`src/rtl/imem_loadable.sv`:
```
`default_nettype none
// ============================================================================
//  Module      : imem_loadable
//  Description : Run-time loadable instruction memory for the lab single-cycle
//                CPU. After reset a sequencer zeroes the array one word per
//                cycle. A streaming valid/ready port then writes a program image
//                sequentially from word 0. The fetch port is a zero-latency
//                combinational read on a byte address. It also reports
//                misalignment and out-of-range flags.
//  Revision    : 1.0 - initial release
// ----------------------------------------------------------------------------
//  Optional feature macro: IMEM_PARITY_EN
//      defined   - each entry carries an even-parity bit. PARITY_ERR is live.
//                  The LD_PFLIP input exists and corrupts the stored parity
//                  on load writes.
//      undefined - data-only entries. PARITY_ERR is tied low. No LD_PFLIP.
// ----------------------------------------------------------------------------
//  Ports
//      CLK         in   clock, all state changes on the rising edge
//      RESET       in   synchronous active-high reset
//      ADDR        in   fetch byte address, word index = ADDR[ADDR_W-1:1]
//      Q           out  fetched word; 0 while busy or out of range
//      MISALIGN    out  ADDR[0]
//      RANGE_ERR   out  word index >= DEPTH
//      PARITY_ERR  out  stored parity mismatch on the current fetch
//      BUSY        out  clear or load in progress
//      LD_START    in   start a new load (honoured only in IDLE)
//      LD_VALID    in   LD_DATA is valid
//      LD_DATA     in   word to write
//      LD_LAST     in   final word of the image
//      LD_PFLIP    in   (IMEM_PARITY_EN only) invert stored parity on write
//      LD_READY    out  load port accepting
//      LD_DONE     out  one-cycle pulse after a load completes
//      LD_COUNT    out  words written by the most recent load
// ============================================================================
module imem_loadable #(
    parameter int DATA_W = 16,
    parameter int ADDR_W = 8,
    parameter int DEPTH  = 128
) (
    input  logic                     CLK,
    input  logic                     RESET,
    input  logic [ADDR_W-1:0]        ADDR,
    output logic [DATA_W-1:0]        Q,
    output logic                     MISALIGN,
    output logic                     RANGE_ERR,
    output logic                     PARITY_ERR,
    output logic                     BUSY,
    input  logic                     LD_START,
    input  logic                     LD_VALID,
    input  logic [DATA_W-1:0]        LD_DATA,
    input  logic                     LD_LAST,
`ifdef IMEM_PARITY_EN
    input  logic                     LD_PFLIP,
`endif
    output logic                     LD_READY,
    output logic                     LD_DONE,
    output logic [$clog2(DEPTH):0]   LD_COUNT
);

    // ------------------------------------------------------------------
    // Constants
    // ------------------------------------------------------------------
    localparam int c_PTR_W = $clog2(DEPTH);
    localparam int c_CNT_W = c_PTR_W + 1;
    localparam int c_IDX_W = ADDR_W - 1;

`ifdef IMEM_PARITY_EN
    localparam int c_ENT_W = DATA_W + 1;   // parity bit sits above the data
`else
    localparam int c_ENT_W = DATA_W;
`endif

    localparam logic [c_PTR_W-1:0] c_PTR_LAST = c_PTR_W'(DEPTH - 1);

    // State encoding. CLEAR is the all-zero code so that it is also the
    // natural power-up value of the state register.
    localparam logic [1:0] c_S_CLEAR = 2'd0;
    localparam logic [1:0] c_S_IDLE  = 2'd1;
    localparam logic [1:0] c_S_LOAD  = 2'd2;

    // ------------------------------------------------------------------
    // Declarations
    // ------------------------------------------------------------------
    logic [1:0]             r_state;
    logic [1:0]             w_state_nxt;
    logic [c_PTR_W-1:0]     r_ptr;
    logic                   r_done;
    logic [c_CNT_W-1:0]     r_count;

    logic [c_ENT_W-1:0]     r_mem [DEPTH];

    logic                   w_clr_we;     // sequencer zeroing mem[r_ptr]
    logic                   w_ld_we;      // load port writing mem[r_ptr]
    logic                   w_ld_end;     // current word ends the load
    logic [c_ENT_W-1:0]     w_wr_ent;     // entry image for a load write

    logic [c_IDX_W-1:0]     w_idx;
    logic [c_ENT_W-1:0]     w_rd_ent;
    logic                   w_rd_ok;

    // A load ends on an explicit LD_LAST or on the word that fills the array.
    assign w_ld_end = LD_LAST || (r_ptr == c_PTR_LAST);

    // ------------------------------------------------------------------
    // FSM: state register
    // ------------------------------------------------------------------
    always_ff @(posedge CLK) begin
        if (RESET) begin
            r_state <= c_S_CLEAR;
        end else begin
            r_state <= w_state_nxt;
        end
    end

    // ------------------------------------------------------------------
    // FSM: next-state logic
    // ------------------------------------------------------------------
    always_comb begin
        w_state_nxt = r_state;
        case (r_state)
            c_S_CLEAR: begin
                if (r_ptr == c_PTR_LAST) begin
                    w_state_nxt = c_S_IDLE;
                end
            end
            c_S_IDLE: begin
                if (LD_START) begin
                    w_state_nxt = c_S_LOAD;
                end
            end
            c_S_LOAD: begin
                if (LD_VALID && w_ld_end) begin
                    w_state_nxt = c_S_IDLE;
                end
            end
            default: begin
                w_state_nxt = c_S_CLEAR;
            end
        endcase
    end

    // ------------------------------------------------------------------
    // FSM: outputs and write strobes
    // ------------------------------------------------------------------
    always_comb begin
        BUSY     = 1'b1;
        LD_READY = 1'b0;
        w_clr_we = 1'b0;
        w_ld_we  = 1'b0;
        case (r_state)
            c_S_CLEAR: begin
                w_clr_we = 1'b1;
            end
            c_S_IDLE: begin
                BUSY = 1'b0;
            end
            c_S_LOAD: begin
                LD_READY = 1'b1;
                w_ld_we  = LD_VALID;
            end
            default: begin
                BUSY = 1'b1;
            end
        endcase
    end

    // ------------------------------------------------------------------
    // Write pointer, completion pulse and word count
    // ------------------------------------------------------------------
    always_ff @(posedge CLK) begin
        if (RESET) begin
            r_ptr   <= '0;
            r_done  <= 1'b0;
            r_count <= '0;
        end else begin
            r_done <= 1'b0;
            case (r_state)
                c_S_CLEAR: begin
                    // Wraps to 0 on the last clear write, ready for a load.
                    r_ptr <= r_ptr + 1'b1;
                end
                c_S_IDLE: begin
                    if (LD_START) begin
                        r_ptr <= '0;
                    end
                end
                c_S_LOAD: begin
                    if (LD_VALID) begin
                        r_ptr <= r_ptr + 1'b1;
                        if (w_ld_end) begin
                            r_done  <= 1'b1;
                            r_count <= c_CNT_W'(r_ptr) + c_CNT_W'(1);
                        end
                    end
                end
                default: begin
                    r_ptr <= '0;
                end
            endcase
        end
    end

    assign LD_DONE  = r_done;
    assign LD_COUNT = r_count;

    // ------------------------------------------------------------------
    // Storage array (no reset: it is zeroed by the clear sequencer)
    // ------------------------------------------------------------------
`ifdef IMEM_PARITY_EN
    // Even parity over data+parity; LD_PFLIP deliberately corrupts it.
    assign w_wr_ent = {(^LD_DATA) ^ LD_PFLIP, LD_DATA};
`else
    assign w_wr_ent = LD_DATA;
`endif

    always_ff @(posedge CLK) begin
        if (!RESET) begin
            if (w_clr_we) begin
                r_mem[r_ptr] <= '0;
            end else if (w_ld_we) begin
                r_mem[r_ptr] <= w_wr_ent;
            end
        end
    end

    // ------------------------------------------------------------------
    // Fetch port (combinational)
    // ------------------------------------------------------------------
    assign w_idx     = ADDR[ADDR_W-1:1];
    assign MISALIGN  = ADDR[0];
    // Zero-extend the index by one bit so that DEPTH == 2^(ADDR_W-1)
    // is representable in the comparison.
    assign RANGE_ERR = ({1'b0, w_idx} >= ADDR_W'(DEPTH));
    assign w_rd_ent  = r_mem[w_idx[c_PTR_W-1:0]];
    assign w_rd_ok   = !BUSY && !RANGE_ERR;
    assign Q         = w_rd_ok ? w_rd_ent[DATA_W-1:0] : '0;

`ifdef IMEM_PARITY_EN
    assign PARITY_ERR = w_rd_ok && (^w_rd_ent);
`else
    assign PARITY_ERR = 1'b0;
`endif

endmodule
`default_nettype wire

```
`config.mk`:
```
export PLATFORM = sky130hd
export DESIGN_NAME = imem_loadable
export DESIGN_NICKNAME = d
export VERILOG_FILES = /design/src/rtl/imem_loadable.sv
export SDC_FILE = /design/constraint.sdc
export NUM_CORES = 2
export LEC_CHECK = 0
export BUFFER_PORTS_ARGS = -buffer_cell sky130_fd_sc_hd__buf_4
export CAP_MARGIN = 20
export CORE_ASPECT_RATIO = 0.7
export CORE_MARGIN = 1.5
export CORE_UTILIZATION = 50
export DETAILED_ROUTE_END_ITERATION = 10
export PLACE_DENSITY = 0.71
export SLEW_MARGIN = 20
export SYNTH_ARGS = -nofsm -noshare
export SYNTH_HDL_FRONTEND = slang
export SYNTH_SLANG_ARGS = --single-unit
```
`constraint.sdc`:
```
create_clock -name CLK -period 3.6 [get_ports CLK]
set_clock_uncertainty 0.15 [all_clocks]
set_input_delay 0.54 -clock CLK [delete_from_list [all_inputs] [get_ports CLK]]
set_output_delay 0.54 -clock CLK [all_outputs]
set_load 0.05 [all_outputs]
```
==> impl_metrics.ini <==
[outcome]
status = complete, but fails checks
violations = setup timing

[clock_tree]
cts_tree = built
clock_transition_at_the_registers_of_the_reported_paths_ns = 0.07
tritoncts.num_buffers = 180
h-tree-depth = 4
clock_tree.root_cell = sky130_fd_sc_hd__clkbuf_16
numClockSinks = 2066
cts_buffer_depth = 3
clock_latency_ns = 0.83

[floorplan]
width_of_the_chip_um = 480
core_um2 = 158000
initial_core_util_pct = 50.4
dieArea_um2 = 162000
core.rowCount = 122
top_level_ports = 59
fp.dieH_um = 337

[sta]
timing.max_slew.rel_slack_pct = 40.9
setup-violations-final = 12
post_route_clock_period_utilization_pct = 102
timing.final.ws_setup_ns = -0.0699
fmax_mhz = 272
minimum_clock_period_ns = 3.67
rsz0062_at_grt = yes
final_hold_viol_count = 0
tightest_slew_ns = 0.884
pins_over_slew_limit = 0
tns_ns = -0.434

[logic_synthesis]
area_share_of_the_largest_cell_type_after_synthesis_pct = 77.2
syn_area_per_cell_um2 = 20.5
mappedNetlistArea_um2 = 79600
yosys.cell_types.count = 48
synth.yosys.warnings = 0
commonest_register_cell_after_synthesis = sky130_fd_sc_hd__edfxtp_1
synth_async_sr_flop_share_pct = 0
synth_enable_flop_cells = 2048
yosysSeqAreaShare_pct = 77.7
ys_seq_elements = 2066
synthesis.instances = 3877
synth_top_cells_by_area = sky130_fd_sc_hd__edfxtp_1 77%, sky130_fd_sc_hd__mux4_2 11%, sky130_fd_sc_hd__mux2i_1 3.1%
cell_type_contributing_the_most_total_cell_area_after_synthesis = sky130_fd_sc_hd__edfxtp_1

[route]
viasPerCell = 6.43
drt_first_iter_violations = 7197
wire_per_inst_um = 31.9
totalWireLength_um = 216000
ant_nets = 0
via_total_after_detailed_routing = 43600
drt_pass1_iterations = 5
route.detailed.drc = 0

[worst_setup_path]
path_max_fanout = 1
setup.worst_path.end_class = primary output
worstSetupStartpointType = flip-flop
crit_arrival_ns = 2.98
timing.setup.critical_path_class = reg2out
worst-endpoint-required_ns = 2.91

[placement]
finalWeightedCongestion = 0.907
place.detailed.hpwl_um = 134000
port_buffers = 54

[power]
power_report.internal_total_uw = 37600
power.share.clock_pct = 40.5
leakage_uw = 0.0303
cellPowerDensity_nw_per_um2 = 502
share_comb_of_total_power_pct = 4.7
seq_power_share_pct = 54.8
sw_power_uw = 10000
vdd_drop_max_uv = 565
fin_total_pwr_uw = 47600
switching_share_pct = 21.0

[grt]
grt.overflow.total = 0
global_route_usage_over_all_layers_pct = 26.5
grt_antenna_before_repair = 4
first_pass_grt_wire_length_um = 303000
grt_start_max_net_pins = 129
first_global_vias = 41300

[cells_and_area]
synthToLayoutAreaGrowth_pct = 19.1
design.final.nets = 4540
final_layout_size_suffix_gt1_share_pct = 32.4

[job]
timing.max_cap.violations = 0

[min_path]
min-delay-path-class = in2reg
## cell usage after synthesis (2+ instances only)
cell type,number
sky130_fd_sc_hd__a211oi_1,6
sky130_fd_sc_hd__buf_4,22
sky130_fd_sc_hd__and3b_1,4
sky130_fd_sc_hd__nor3_1,32
sky130_fd_sc_hd__edfxtp_1,2048
sky130_fd_sc_hd__nand4_1,63
sky130_fd_sc_hd__xor2_1,2
sky130_fd_sc_hd__nand2_1,66
sky130_fd_sc_hd__inv_1,3
sky130_fd_sc_hd__mux4_2,399
sky130_fd_sc_hd__nand2b_1,3
sky130_fd_sc_hd__mux2i_1,244
sky130_fd_sc_hd__nand3_1,195
sky130_fd_sc_hd__nor3_2,3
sky130_fd_sc_hd__nand3b_1,4
sky130_fd_sc_hd__a22o_1,2
sky130_fd_sc_hd__nor3b_2,2
sky130_fd_sc_hd__a31oi_1,17
sky130_fd_sc_hd__a32oi_1,6
sky130_fd_sc_hd__a21o_1,3
sky130_fd_sc_hd__buf_1,12
sky130_fd_sc_hd__o21ai_0,20
sky130_fd_sc_hd__or3b_1,2
sky130_fd_sc_hd__nor2_1,188
sky130_fd_sc_hd__buf_6,6
sky130_fd_sc_hd__buf_2,106
sky130_fd_sc_hd__mux2_2,2
sky130_fd_sc_hd__and2_1,27
sky130_fd_sc_hd__dfxtp_1,18
sky130_fd_sc_hd__or3_1,12
sky130_fd_sc_hd__nor2b_1,25
sky130_fd_sc_hd__a22oi_1,189
sky130_fd_sc_hd__xnor2_1,3
sky130_fd_sc_hd__nor4_1,2
sky130_fd_sc_hd__a21oi_1,39
sky130_fd_sc_hd__clkbuf_1,89
sky130_fd_sc_hd__and3_1,2
## cells by family after synthesis
family	synth area share (%)
mux	14.4
buf+inv	1.46
flops	77.7
other cells	0.00471
simple gates	3.90
compound gates	2.49
xor+xnor	0.0550
fa+ha+maj	0.0157
## power by group through the flow
stage / Clock (µW) / Combinational [µW] / Sequential, µW
after floorplan: 0 / 1060 / 26600
after global placement: 0 / 1940 / 26600
after detailed placement: 0 / 1960 / 26600
after CTS: 19400 / 2070 / 26100
after global routing: 20300 / 2290 / 26100
final: 19300 / 2220 / 26100
## layout by cell type, fill, tap and decap left out, types with 6 or more instances in the layout
| master | synthesis | final |
|---|---|---|
| sky130_fd_sc_hd__edfxtp_1 | 2048 | 2048 |
| sky130_fd_sc_hd__buf_4 | 22 | 520 |
| sky130_fd_sc_hd__mux4_2 | 399 | 399 |
| sky130_fd_sc_hd__mux2i_1 | 244 | 229 |
| sky130_fd_sc_hd__nand3_1 | 195 | 186 |
| sky130_fd_sc_hd__clkbuf_16 | 0 | 184 |
| sky130_fd_sc_hd__nor2_1 | 188 | 165 |
| sky130_fd_sc_hd__a22oi_1 | 189 | 146 |
| sky130_fd_sc_hd__buf_12 | 0 | 90 |
| sky130_fd_sc_hd__nand2_1 | 66 | 64 |
| sky130_fd_sc_hd__nand4_1 | 63 | 63 |
| sky130_fd_sc_hd__buf_6 | 6 | 46 |
| sky130_fd_sc_hd__a22oi_2 | 0 | 43 |
| sky130_fd_sc_hd__clkbuf_1 | 89 | 41 |
| sky130_fd_sc_hd__clkinv_1 | 0 | 40 |
| sky130_fd_sc_hd__a21oi_1 | 39 | 37 |
| sky130_fd_sc_hd__clkinv_2 | 0 | 35 |
| sky130_fd_sc_hd__nor2b_1 | 25 | 21 |
| sky130_fd_sc_hd__nor2_2 | 0 | 20 |
| sky130_fd_sc_hd__nor3_2 | 3 | 20 |
| sky130_fd_sc_hd__dfxtp_1 | 18 | 18 |
| sky130_fd_sc_hd__and2_4 | 0 | 16 |
| sky130_fd_sc_hd__bufinv_16 | 0 | 15 |
| sky130_fd_sc_hd__buf_16 | 0 | 15 |
| sky130_fd_sc_hd__a31oi_4 | 0 | 12 |
| sky130_fd_sc_hd__or3_1 | 12 | 12 |
| sky130_fd_sc_hd__mux2i_2 | 0 | 11 |
| sky130_fd_sc_hd__and2_1 | 27 | 10 |
| sky130_fd_sc_hd__o21ai_0 | 20 | 10 |
| sky130_fd_sc_hd__nor3_4 | 0 | 9 |
| sky130_fd_sc_hd__nand3_2 | 0 | 9 |
| sky130_fd_sc_hd__o21ai_1 | 0 | 8 |
| sky130_fd_sc_hd__nor3_1 | 32 | 6 |
| sky130_fd_sc_hd__a211oi_1 | 6 | 6 |
## registers in the layout, indices dropped and copies added (netlist names)
| register | count |
|---|---|
| r_ptr | 7 |
| LD_DONE | 1 |
| r_mem | 2048 |
| LD_COUNT | 8 |
| r_state | 2 |
## worst max-delay path: stages (launching register included)
cell and delay [ns]:
sky130_fd_sc_hd__edfxtp_1 0.38, sky130_fd_sc_hd__mux4_2 0.48, sky130_fd_sc_hd__a22oi_2 0.20, sky130_fd_sc_hd__buf_4 0.16, sky130_fd_sc_hd__nand4_1 0.15, sky130_fd_sc_hd__buf_6 0.19, sky130_fd_sc_hd__nor3_4 0.14, sky130_fd_sc_hd__buf_6 0.13
sky130_fd_sc_hd__a31oi_2 0.12, sky130_fd_sc_hd__buf_6 0.20
## final timing paths
kind	to	slack (ns)	cells after the start	start
hold / removal	r_mem[34][11]$_DFFE_PP_	0.08	2	LD_DATA[11]
setup reg to reg	r_mem[37][1]$_DFFE_PP_	0.49	5	r_ptr[0]$_SDFFE_PP0P_
hold reg to reg	LD_COUNT[1]$_SDFFE_PP0P_	0.36	2	LD_COUNT[1]$_SDFFE_PP0P_
setup / recovery	Q[4]	-0.07	9	r_mem[84][4]$_DFFE_PP_
## what timing repair did
action                                  4_1_cts  5_1_grt
pin swaps                                    44       31
setup buffers                                 7       44
gates cloned                                  3        3
hold buffers                                  5        0
endpoints found under the setup margin       16       16
hold endpoints to repair                     15        0
resized for setup                           143       92
## area by class of cell
cell class	instances	area [µm²]
Inverter	3	11.3
Sequential cell	2066	61900
Antenna cell	3	7.51
Fill cell	10900	63300
Multi-Input combinational cell	1573	17500
Tap cell	2108	2640
Clock buffer	225	4720
Timing Repair Buffer	686	6920
Clock inverter	111	1090
## stage by stage
| stage | setup WS (ns) | utilization, % | area (µm²) | std cells | hold slack, ns |
|---|---|---|---|---|---|
| after detailed placement | -0.386 | 55.1 | 87100 | 6374 | 0.344 |
| after global placement | -0.449 | 55.1 | 87100 | 6374 | 0.329 |
| after CTS | -0.119 | 59.4 | 93900 | 6725 | 0.0308 |
| final | -0.0699 | 59.9 | 94800 | 6775 | 0.0772 |
| after floorplan | -0.449 | - | 79600 | 3878 | 0.445 |
| after global routing | -0.119 | 59.9 | 94800 | 6774 | 0.0557 |
## routing by layer
| layer | part of all wire (%) | vias to the layer above | global-route usage (%) |
|---|---|---|---|
| met5 | 0.072 | - | 0.676 |
| met4 | 3.1 | 2 | 8.53 |
| met3 | 14 | 362 | 6.53 |
| met2 | 44 | 3187 | 37.7 |
| met1 | 39 | 22700 | 40.3 |
| li1 | - | 17400 | - |
Note: power is estimated with default switching activity, not from simulation.
